`src/rtl/prim_onehot_demux_pkg.sv`:
```
`default_nettype none
// ============================================================================
// Module   : prim_onehot_demux_pkg
// Brief    : Shared types and constants for the registered one-hot demux.
// Revision : 1.0 - initial release
// ============================================================================
package prim_onehot_demux_pkg;

    // Buffer occupancy: the single holding stage is either empty or full.
    typedef enum logic [0:0] {
        StEmpty = 1'b0,
        StFull  = 1'b1
    } demux_state_e;

    // Width of the saturating dropped-beat counter.
    localparam int unsigned ErrCntWidth = 8;

endpackage : prim_onehot_demux_pkg
`default_nettype wire

```
`src/rtl/prim_onehot_check.sv`:
```
`default_nettype none
// ============================================================================
// Module   : prim_onehot_check
// Brief    : Classifies a select vector (zero / one-hot) and isolates its
//            lowest set bit. Purely combinational, reusable by mux callers.
// Revision : 1.0 - initial release
// ============================================================================
module prim_onehot_check #(
    parameter int unsigned Width = 8
) (
    input  logic [Width-1:0] vec_i,
    output logic             is_onehot_o,
    output logic             is_zero_o,
    output logic [Width-1:0] lowest_onehot_o
);

    localparam logic [Width-1:0] One = {{(Width-1){1'b0}}, 1'b1};

    assign is_zero_o       = (vec_i == '0);
    // Clearing the lowest set bit leaves nothing only when exactly one was set.
    assign is_onehot_o     = !is_zero_o && ((vec_i & (vec_i - One)) == '0);
    // Two's-complement trick: v & -v keeps only the lowest set bit.
    assign lowest_onehot_o = vec_i & (~vec_i + One);

endmodule : prim_onehot_check
`default_nettype wire

```
`src/rtl/prim_onehot_demux.sv`:
```
`default_nettype none
// ============================================================================
// Module   : prim_onehot_demux
// Brief    : Registered one-hot demultiplexer. One valid/ready input stream
//            is steered through a single buffer stage to one of Outputs
//            valid/ready streams chosen by a one-hot select.
//            Optional feature macro: PRIM_ONEHOT_DEMUX_ERR_EN (drop and count
//            zero/multi-hot selects; otherwise multi-hot is reduced to its
//            lowest bit and zero is silently dropped).
// Revision : 1.0 - initial release
// ============================================================================
module prim_onehot_demux
    import prim_onehot_demux_pkg::*;
#(
    parameter int unsigned Width   = 32,
    parameter int unsigned Outputs = 8
) (
    input  logic                   clk_i,
    input  logic                   rst_i,
    input  logic                   in_valid_i,
    output logic                   in_ready_o,
    input  logic [Width-1:0]       in_data_i,
    input  logic [Outputs-1:0]     sel_i,
    output logic [Outputs-1:0]     out_valid_o,
    input  logic [Outputs-1:0]     out_ready_i,
    output logic [Width-1:0]       out_data_o,
    output logic                   err_o,
    output logic [ErrCntWidth-1:0] err_cnt_o
);

    demux_state_e       state_q, state_d;
    logic [Width-1:0]   data_q, data_d;
    logic [Outputs-1:0] sel_q, sel_d;

    logic               sel_is_onehot;
    logic               sel_is_zero;
    logic [Outputs-1:0] sel_lowest;
    logic [Outputs-1:0] load_sel;
    logic               sel_legal;
    logic               in_xfer;
    logic               out_xfer;
    logic               load_en;

    prim_onehot_check #(
        .Width (Outputs)
    ) u_sel_check (
        .vec_i           (sel_i),
        .is_onehot_o     (sel_is_onehot),
        .is_zero_o       (sel_is_zero),
        .lowest_onehot_o (sel_lowest)
    );

`ifdef PRIM_ONEHOT_DEMUX_ERR_EN
    // Only a strictly one-hot select is loadable; anything else is dropped.
    assign sel_legal = sel_is_onehot && !sel_is_zero;
    assign load_sel  = sel_lowest;
`else
    // Multi-hot collapses to its lowest bit; only an all-zero select drops.
    assign sel_legal = !sel_is_zero;
    assign load_sel  = sel_is_onehot ? sel_i : sel_lowest;
`endif

    // Pass-through ready: a new beat may enter while the held one drains.
    assign in_ready_o  = (state_q == StEmpty) || (|(sel_q & out_ready_i));
    assign out_valid_o = (state_q == StFull) ? sel_q : '0;
    assign out_data_o  = data_q;

    assign in_xfer  = in_valid_i && in_ready_o;
    assign out_xfer = |(out_valid_o & out_ready_i);
    assign load_en  = in_xfer && sel_legal;

    // Holding-stage registers.
    always_ff @(posedge clk_i) begin
        if (rst_i) begin
            state_q <= StEmpty;
            data_q  <= '0;
            sel_q   <= '0;
        end else begin
            state_q <= state_d;
            data_q  <= data_d;
            sel_q   <= sel_d;
        end
    end

    // Next-state: load on a legal accept, empty on drain without refill.
    always_comb begin
        state_d = state_q;
        data_d  = data_q;
        sel_d   = sel_q;
        case (state_q)
            StEmpty: begin
                if (load_en) begin
                    state_d = StFull;
                    data_d  = in_data_i;
                    sel_d   = load_sel;
                end
            end
            StFull: begin
                if (out_xfer) begin
                    if (load_en) begin
                        data_d = in_data_i;
                        sel_d  = load_sel;
                    end else begin
                        state_d = StEmpty;
                    end
                end
            end
            default: state_d = StEmpty;
        endcase
    end

`ifdef PRIM_ONEHOT_DEMUX_ERR_EN
    localparam logic [ErrCntWidth-1:0] CntOne = {{(ErrCntWidth-1){1'b0}}, 1'b1};

    logic                   drop;
    logic                   err_q;
    logic [ErrCntWidth-1:0] err_cnt_q, err_cnt_d;

    assign drop      = in_xfer && !sel_legal;
    assign err_cnt_d = (drop && (err_cnt_q != '1)) ? (err_cnt_q + CntOne) : err_cnt_q;

    // Error pulse and saturating drop counter, both one cycle after the drop.
    always_ff @(posedge clk_i) begin
        if (rst_i) begin
            err_q     <= 1'b0;
            err_cnt_q <= '0;
        end else begin
            err_q     <= drop;
            err_cnt_q <= err_cnt_d;
        end
    end

    assign err_o     = err_q;
    assign err_cnt_o = err_cnt_q;
`else
    assign err_o     = 1'b0;
    assign err_cnt_o = '0;
`endif

endmodule : prim_onehot_demux
`default_nettype wire

```
`config.mk`:
```
export PLATFORM = sky130hd
export DESIGN_NAME = prim_onehot_demux
export DESIGN_NICKNAME = d
export VERILOG_FILES = /design/src/rtl/prim_onehot_demux_pkg.sv /design/src/rtl/prim_onehot_check.sv /design/src/rtl/prim_onehot_demux.sv
export SDC_FILE = /design/constraint.sdc
export NUM_CORES = 1
export LEC_CHECK = 0
export ABC_AREA = 1
export BUFFER_PORTS_ARGS = -buffer_cell sky130_fd_sc_hd__buf_4
export CORE_MARGIN = 5
export CORE_UTILIZATION = 40
export CTS_CLUSTER_DIAMETER = 150
export DETAILED_ROUTE_END_ITERATION = 16
export PLACE_DENSITY = 0.8
export SLEW_MARGIN = 10
export SYNTH_ARGS = -nofsm -noshare
export SYNTH_HDL_FRONTEND = slang
export SYNTH_SLANG_ARGS = --single-unit
export TNS_END_PERCENT = 20
```
`constraint.sdc`:
```
create_clock -name clk_i -period 1.7 [get_ports clk_i]
set_clock_uncertainty 0.2 [all_clocks]
set_input_delay 0.085 -clock clk_i [delete_from_list [all_inputs] [get_ports clk_i]]
set_output_delay 0.085 -clock clk_i [all_outputs]
set_load 0.05 [all_outputs]
```
== After elaboration in Yosys (flattened, before gate mapping) ==
Index checks and enable logic that the tools add are counted.

* Register bits after elaboration: 41
* Output and inout bits: 50
* Memories: 0
* RAM bits: 0
* Latch bits: 0
* Input bits: 51
* Bits in read-only memories: 0
* Word-level logic and storage cells: 32

* Add/sub/neg operators: 2
* Mux-type cells: 11
* Div/mod/pow operators: 0
* Multiply operators: 0
* Magnitude comparators: 0
* Bitwise gates (word level): 6
* Reduce and logical (&&, ||, !) cells: 9
* Shifts and indexed selects: 0
* Equality and inequality tests: 1

{| class="wikitable"
|+ Operator list
! kind !! number
|-
| 32-bit 2-to-1 mux || 2
|-
| 32-bit one-hot mux with 2 select lines || 1
|-
| 8-bit AND || 4
|-
| 8-bit 2-to-1 mux || 4
|-
| 8-bit zero test || 2
|-
| 8-bit one-hot mux with 2 select lines || 1
|-
| 8-bit OR reduction || 2
|-
| 8-bit by 1-bit adder with 8-bit output (second input constant) || 1
|-
| 8-bit NOT || 1
|-
| 8-bit by 1-bit subtractor with 8-bit output (second input constant) || 1
|-
| 1-bit logical AND || 3
|-
| 1-bit 2-to-1 mux || 2
|-
| 2-bit by 1-bit != test with 1-bit output (second input constant) || 1
|-
| 1-bit one-hot mux with 2 select lines || 1
|-
| 1-bit zero test || 1
|-
| 1-bit logical OR || 1
|-
| 1-bit NOT || 1
|}

== Logic depth before layout (Yosys ltp) ==
Gate-level depths: netlist (run 1).

* Depth in word-level cells: 8
* Mapped depth: 9
* Gate-level depth less buffers: 8

== Cells and area by module ==
From an unflattened synthesis (run 1), not the netlist that was laid out.

* Cell total of the unflattened synthesis: 352
* Area total of the unflattened synthesis: 2492.4 um^2

{| class="wikitable"
|+ Modules (own cells, without submodules)
! module !! cells an instance !! area each (um^2) !! sequential area each (um^2) !! instances
|-
| prim_onehot_demux || 309 || 2297.2 || 820.8 || 1
|-
| prim_onehot_check || 43 || 195.2 || 0.0 || 1
|}

== Least setup slack after synthesis (run 1) ==
Ideal clock, no wire load.

* Path type: flip-flop to flip-flop
* From: reg state_q
* To: reg data_q[10], in the netlist out_data_o[10]
* Setup slack: 0.212 ns
* Data arrival time: 1.217 ns
* Buffers on the path: 2
* Setup time: 0.070 ns
* Stages on the path, launching flop included: 8
* Cells stage by stage: dfxtp_1 buf_4 nand2_1 nor2_1 nand2_2 buf_2 nand4_1 a21oi_1

* Word-level cells in the longest chain between the ends: 7
* Elaborated cells between the ends (all ways): 11
* Classes of those cells: 1 x eq/ne; 4 x mux; 2 x bitwise; 4 x reduce/logical

{| class="wikitable"
|+ RTL lines
! element !! RTL line !! text
|-
| start: declaration || prim_onehot_demux.sv:31 || <nowiki>demux_state_e state_q, state_d;</nowiki>
|-
| start signal: assignment || prim_onehot_demux.sv:75 || <nowiki>state_q <= StEmpty;</nowiki>
|-
| start signal: assignment || prim_onehot_demux.sv:79 || <nowiki>state_q <= state_d;</nowiki>
|-
| 1-bit NOT (*) || - ||
|-
| 1-bit logical OR (*) || prim_onehot_demux.sv:64 || <nowiki>assign in_ready_o = (state_q == StEmpty) || (|(sel_q & out_ready_i));</nowiki>
|-
| via in_ready_o || prim_onehot_demux.sv:21 || <nowiki>output logic in_ready_o,</nowiki>
|-
| 1-bit logical AND (*) || prim_onehot_demux.sv:68 || <nowiki>assign in_xfer = in_valid_i && in_ready_o;</nowiki>
|-
| 1-bit logical AND (*) || prim_onehot_demux.sv:70 || <nowiki>assign load_en = in_xfer && sel_legal;</nowiki>
|-
| 32-bit 2-to-1 mux (*) || - ||
|-
| 32-bit 2-to-1 mux || - ||
|-
| 32-bit one-hot mux with 2 select lines (*) || prim_onehot_demux.sv:90 || <nowiki>case (state_q)</nowiki>
|-
| end signal: assignment || prim_onehot_demux.sv:80 || <nowiki>data_q <= data_d;</nowiki>
|-
| end: declaration || prim_onehot_demux.sv:32 || <nowiki>logic [Width-1:0] data_q, data_d;</nowiki>
|}

Mark *: on every way through the listed nets, which the timed path passes. The rest lies on a longest branch. The select of a mux whose other input is x is not followed.
A chain may end at the register's enable or synchronous reset.

== Final worst setup path (run 1) ==
* From: in sel_i[6]
* To: reg data_q[26], in the netlist out_data_o[26]

* Word-level cells in the longest chain between the ends: 6

{| class="wikitable"
|+ RTL lines
! element !! RTL line !! text
|-
| start: declaration || prim_onehot_demux.sv:23 || <nowiki>input logic [Outputs-1:0] sel_i,</nowiki>
|-
| 8-bit zero test (*) || prim_onehot_check.sv:19 || <nowiki>assign is_zero_o = (vec_i == '0);</nowiki>
|-
| 1-bit zero test (*) || prim_onehot_demux.sv:59 || <nowiki>assign sel_legal = !sel_is_zero;</nowiki>
|-
| 1-bit logical AND (*) || prim_onehot_demux.sv:70 ||
|-
| 32-bit 2-to-1 mux (*) || - ||
|-
| 32-bit 2-to-1 mux || - ||
|-
| 32-bit one-hot mux with 2 select lines (*) || - ||
|}

Every way passes the cells marked *; elsewhere a longest branch is shown, timed or not. The select of a mux whose other input is x is not followed.

==> flow_summary.yaml, run 1 <==
die:
  start_util_pct: 40.56
  ios: 101
  core_um2: 4661
  rows: 25
  dieArea_um2: 6202
  die_w_um: 78.75
  chipHeight_um: 78.75
clocking:
  clk_pin_slew_ns: 0.08
  clkLatencyLatePin_ns: 0.29
  cts_max_path_buffers: 2
  numCtsBuffers: 5
  cts_tree: "built"
  cts.sinks: 41
  h-tree-depth: 2
  root_buffer: "clkbuf_8"
timing:
  setup-tns-final_ns: 0
  worst_slack_ns: 0.08795
  rsz0062_at_grt: "no"
  whs_ns: 0.01230
  hold_viol: 0
  drv_slew: 0
  fmax_mhz: 620.3
  fin_crit_ns: 1.612
  min_period_over_period_pct: 94.83
  setup_violations: 0
setup_path:
  path_delay_family: "buffers and inverters"
  worst_path_largest_cell_delay_ns: 0.54
  worstSetupPathType: "primary input to flip-flop"
  path_buf_inv: 3
  worst-path-max-fanout: 23
  crit_chain: "dlygate4sd3_1, buf_4, nor2_1, nand4_4, nand3_4, buf_12, nand2_1, a21oi_1"
  cp_slowest_cell: "dlygate4sd3_1"
  cp.arrival_ns: 1.62
  cp-end-kind: "flip-flop"
  cp-start-kind: "primary input"
  required_ns: 1.71
logic_synthesis:
  yosys_warnings: 0
  ys_top_cells_by_area: "dfxtp_1, nand2_1, nand4_1"
  async_reset_ff_share_pct: 0
  syn-cell-area_um2: 1891
  dominantRegCellSynth: "dfxtp_1"
  syn-instance-count: 250
  ys_types: 21
  ys_seq_area_share_pct: 43.41
  synth_edf_count: 0
  synth_area_leader_cell: "dfxtp_1"
  ys_seq_elements: 41
  yosysTopAreaCellShare_pct: 43.41
  avgSynthCellArea_um2: 7.562
placed_design:
  hpwlAfterDp_um: 3882
  gp_congestion: 0.8222
  pre_cts_slack_ns: 0.1601
  place_area_um2: 2529
  port_buffers: 91
power_and_ir_drop:
  power.density_nw_per_um2: 798.6
  leakage_nw: 1.514
  vdd_drop_max_mv: 0.5941
routing:
  vias_per_cell: 5.039
  drt_iter0_drc: 106
  drc_errors: 0
  vias: 2207
  wl_per_cell_um: 14.00
  wl_um: 6133
  drtAntennaViolNets: 0
  firstDrtPassIters: 4
layout:
  insertedDiodeCount: 0
  area_delta_synth_final_pct: 67.24
  drive_above_1_share_pct: 32.81
  nFillCells: 377
  nNetsFinal: 434
  final_cell_area_um2: 3162
global_route:
  grt_pass1_vias: 2114
  gr-total-overflow: 0
  grt_pass1_wl_um: 9611
  grtUsageTotal_pct: 19.25
  grt_max_degree: 38
  grt_antenna_before_repair: 0
run:
  cap_violations: 0
status:
  status: "complete, no violations"
min_path:
  min_path_type: "primary input to flip-flop"
-- path summary, 6_finish.rpt --
check | from | end | slack [ns] | depth (start not counted)
worst max-delay path | sel_i[6] | out_data_o[26] | 0.09 | 8
worst min register to register | out_data_o[8] | out_data_o[8] | 0.26 | 2
worst max register to register | sel_q[3] | out_data_o[26] | 0.17 | 7
worst min-delay path | sel_i[3] | sel_q[7] | 0.01 | 6
-- cells in the final DEF (no fill, tap or decap), drive strengths merged --
cell type,count
nor3b,1
buf,106
nor3,1
nor2,12
clkbuf,6
conb,9
nand3,4
dfxtp,41
a21oi,38
nor4,1
dlygate4sd3,40
nand4,39
clkinv,2
inv,17
nand2,65
and3,1
clkinvlp,1
-- worst min-delay path, stage by stage --
cell	delay, ns
buf_4	0.09
nor2_2	0.05
nand4_1	0.08
nand3_1	0.07
nand2_1	0.05
a21oi_1	0.03
-- stage by stage --
stage	power [mW]	instances	util, %
2_1_floorplan	1.564	258	-
3_3_place_gp	1.773	381	54.25
3_5_place_dp	1.783	381	54.25
4_1_cts	2.479	429	64.91
5_1_grt	2.646	438	67.84
6_report	2.525	438	67.84
-- kinds of logic after synthesis --
logic type | Yosys count | synth area share (%)
other cells | 1 | 0.1984
flops | 41 | 43.42
buf+inv | 47 | 14.76
compound gates | 38 | 10.06
simple gates | 123 | 31.57
-- metal layers --
layer	GRT usage, %	up-vias	wire length [um]
met2	33.62	87	3021
met4	5.245	0	77
met3	5.102	8	388
li1	-	1094	-
met1	23.24	1018	2646
met5	0	-	0
-- final cells by class --
cell class / count / area, um2 / area share (%)
well taps: 54 / 67.56 / 2.137
flip-flops and latches: 41 / 823.3 / 26.04
repair buffers: 147 / 1254 / 39.65
multi-input cells: 171 / 867.1 / 27.42
clock inverters: 3 / 17.52 / 0.5540
inverters: 17 / 63.81 / 2.018
clock buffers: 5 / 68.82 / 2.176
-- synthesized netlist by cell type, types with 2 or more instances --
library cell / number
nand4_1: 38
clkbuf_1: 4
buf_6: 7
buf_2: 7
inv_1: 17
nor2_1: 11
a21oi_1: 38
nand2_1: 64
buf_4: 11
dfxtp_1: 41
nand3_1: 2
-- sequential cells by signal, indices dropped and copies added, names as in the netlist --
| name | cells |
|---|---|
| out_data_o | 32 |
| state_q | 1 |
| sel_q | 8 |
-- power by group --
| group | leakage [nW] | internal (mW) | total, mW | switching, mW |
|---|---|---|---|---|
| registers | 0.338 | 1.03 | 1.06 | 0.0378 |
| logic | 1.13 | 0.344 | 0.845 | 0.501 |
| clock network | 0.0439 | 0.283 | 0.616 | 0.332 |
| total | 1.51 | 1.65 | 2.53 | 0.871 |
-- what timing repair did --
| action | in CTS | in global routing |
|---|---|---|
| hold buffers | 40 | 0 |
| resized for setup | 3 | 12 |
| endpoints found under the setup margin | 1 | 35 |
| endpoints found under the hold margin | 40 | 0 |
| pin swaps | 0 | 4 |
| buffers inserted | 0 | 7 |
| cloned | 0 | 2 |
(Power assumes the default switching activity.)
==> run 2, diff against run 1 <==
Settings changed: CORE_MARGIN 5 to 10.
==> flow_summary.yaml, run 2 (synthesis results as in run 1) <==
routing:
  wl_per_cell_um: 16.08
  vias: 2237
  firstDrtPassIters: 4
  drc_errors: 0
  drtAntennaViolNets: 0
  drt_iter0_drc: 152
  wl_um: 7009
  vias_per_cell: 5.131
power_and_ir_drop:
  combPwrFrac_pct: 32.8
  power_mw: 2.621
  p_int_mw: 1.739
  p_sw_share_pct: 33.63
  power.density_nw_per_um2: 820.4
  p_sw_mw: 0.8815
  seqPwrFrac_pct: 40.6
  leakage_nw: 1.531
  clkPwrFrac_pct: 26.7
  vdd_drop_max_mv: 0.4709
clocking:
  cts.sinks: 41
  numCtsBuffers: 5
  cts_tree: "built"
  h-tree-depth: 2
  root_buffer: "clkbuf_8"
  clk_pin_slew_ns: 0.08
  clkLatencyLatePin_ns: 0.29
  cts_max_path_buffers: 2
timing:
  fmax_mhz: 611.9
  hold_viol: 0
  setup_violations: 0
  drv_slew: 0
  fin_crit_ns: 1.634
  min_period_over_period_pct: 96.13
  whs_ns: 0.01181
global_route:
  grtUsageTotal_pct: 16.99
  gr-total-overflow: 0
  grt_pass1_wl_um: 10780
  grt_antenna_before_repair: 0
  grt_max_degree: 41
  grt_pass1_vias: 2219
die:
  start_util_pct: 42.25
  die_w_um: 88.75
  core_um2: 4474
  rows: 24
  chipHeight_um: 88.75
  ios: 101
  dieArea_um2: 7877
setup_path:
  worstSetupPathType: "flip-flop to output pin"
  cp-end-kind: "output pin"
  cp.arrival_ns: 1.35
  worst-path-max-fanout: 20
  required_ns: 1.41
  cp-start-kind: "flip-flop"
placed_design:
  gp_congestion: 0.8513
  hpwlAfterDp_um: 4320
  port_buffers: 91
layout:
  drive_above_1_share_pct: 33.59
  largest_reg_flops: 32
  final_cell_mix: "buf_4, nand2_1, dlygate4sd3_1"
  insertedDiodeCount: 0
  area_delta_synth_final_pct: 68.96
  layout_commonest_cell: "buf_4"
  nNetsFinal: 434
status:
  status: "complete, no violations"
run:
  cap_violations: 0
min_path:
  min_path_type: "primary input to flip-flop"
-- run 2: changes by cell type in the layout (fill, tap and decap cells not counted), sizes merged --
cell	before	now
clkinv	2	1
dlygate4sd3	40	41
clkbuf	6	8
buf	106	105
clkinvlp	1	0
-- run 2: path summary, 6_finish.rpt --
| check | from | slack [ns] | to | cells after the start |
|---|---|---|---|---|
| hold reg to reg | out_data_o[11] | 0.26 | out_data_o[11] | 2 |
| setup / recovery | sel_q[1] | 0.07 | in_ready_o | 6 |
| hold / removal | sel_i[0] | 0.01 | sel_q[7] | 6 |
| setup reg to reg | sel_q[1] | 0.15 | sel_q[7] | 9 |
-- run 2: timing repair --
action | 4_1_cts | 5_1_grt
setup endpoints to repair | 1 | 41
hold endpoints to repair | 38 | 0
resized for setup | 5 | 16
pin swaps | 0 | 3
buffers inserted | 0 | 6
cloned | 0 | 2
hold buffers | 41 | 0
-- run 2: area by class of cell --
class,count,area [um2]
Timing Repair Buffer,147,1265
Clock buffer,7,96.34
Inverter,17,63.81
Tap cell,52,65.06
Multi-Input combinational cell,171,874.6
Sequential cell,41,824.5
Fill cell,359,1280
Clock inverter,1,5.005
-- run 2: per-layer routing --
| layer | vias up | wire (um) | GRT usage (%) | share of wire, % |
|---|---|---|---|---|
| met1 | 1045 | 2709 | 19.73 | 39 |
| li1 | 1093 | - | - | - |
| met2 | 88 | 3530 | 28.39 | 50 |
| met4 | 0 | 94 | 4.993 | 1.3 |
| met5 | - | 0 | 0 | 0 |
| met3 | 11 | 675 | 6.434 | 9.6 |
-- run 2: metrics by stage --
stage	utilization (%)	cells	setup TNS [ns]	setup WS (ns)	instance area, um2
after floorplan	-	258	0	0.2124	1921
after global placement	56.46	379	0	0.1405	2526
after detailed placement	56.46	379	0	0.07284	2526
after CTS	68.32	428	0	0.01069	3057
after global routing	71.39	436	-0.01055	-0.004830	3194
final	71.39	436	0	0.06585	3194
-- run 2: worst max-delay path, stage by stage (launching register included) --
cell     delay [ns]
dfxtp_2        0.34
nand2_2        0.06
nand3_2        0.09
nor2_4         0.14
nand2_4        0.09
buf_12         0.17
buf_12         0.15
-- run 2: power groups by stage --
stage          Sequential, mW  Clock, mW  Combinational [mW]
2_1_floorplan            1.26          0               0.300
3_3_place_gp             1.08          0               0.695
3_5_place_dp             1.08          0               0.704
4_1_cts                  1.06      0.713               0.791
5_1_grt                  1.07      0.750               0.918
6_report                 1.06      0.699               0.859
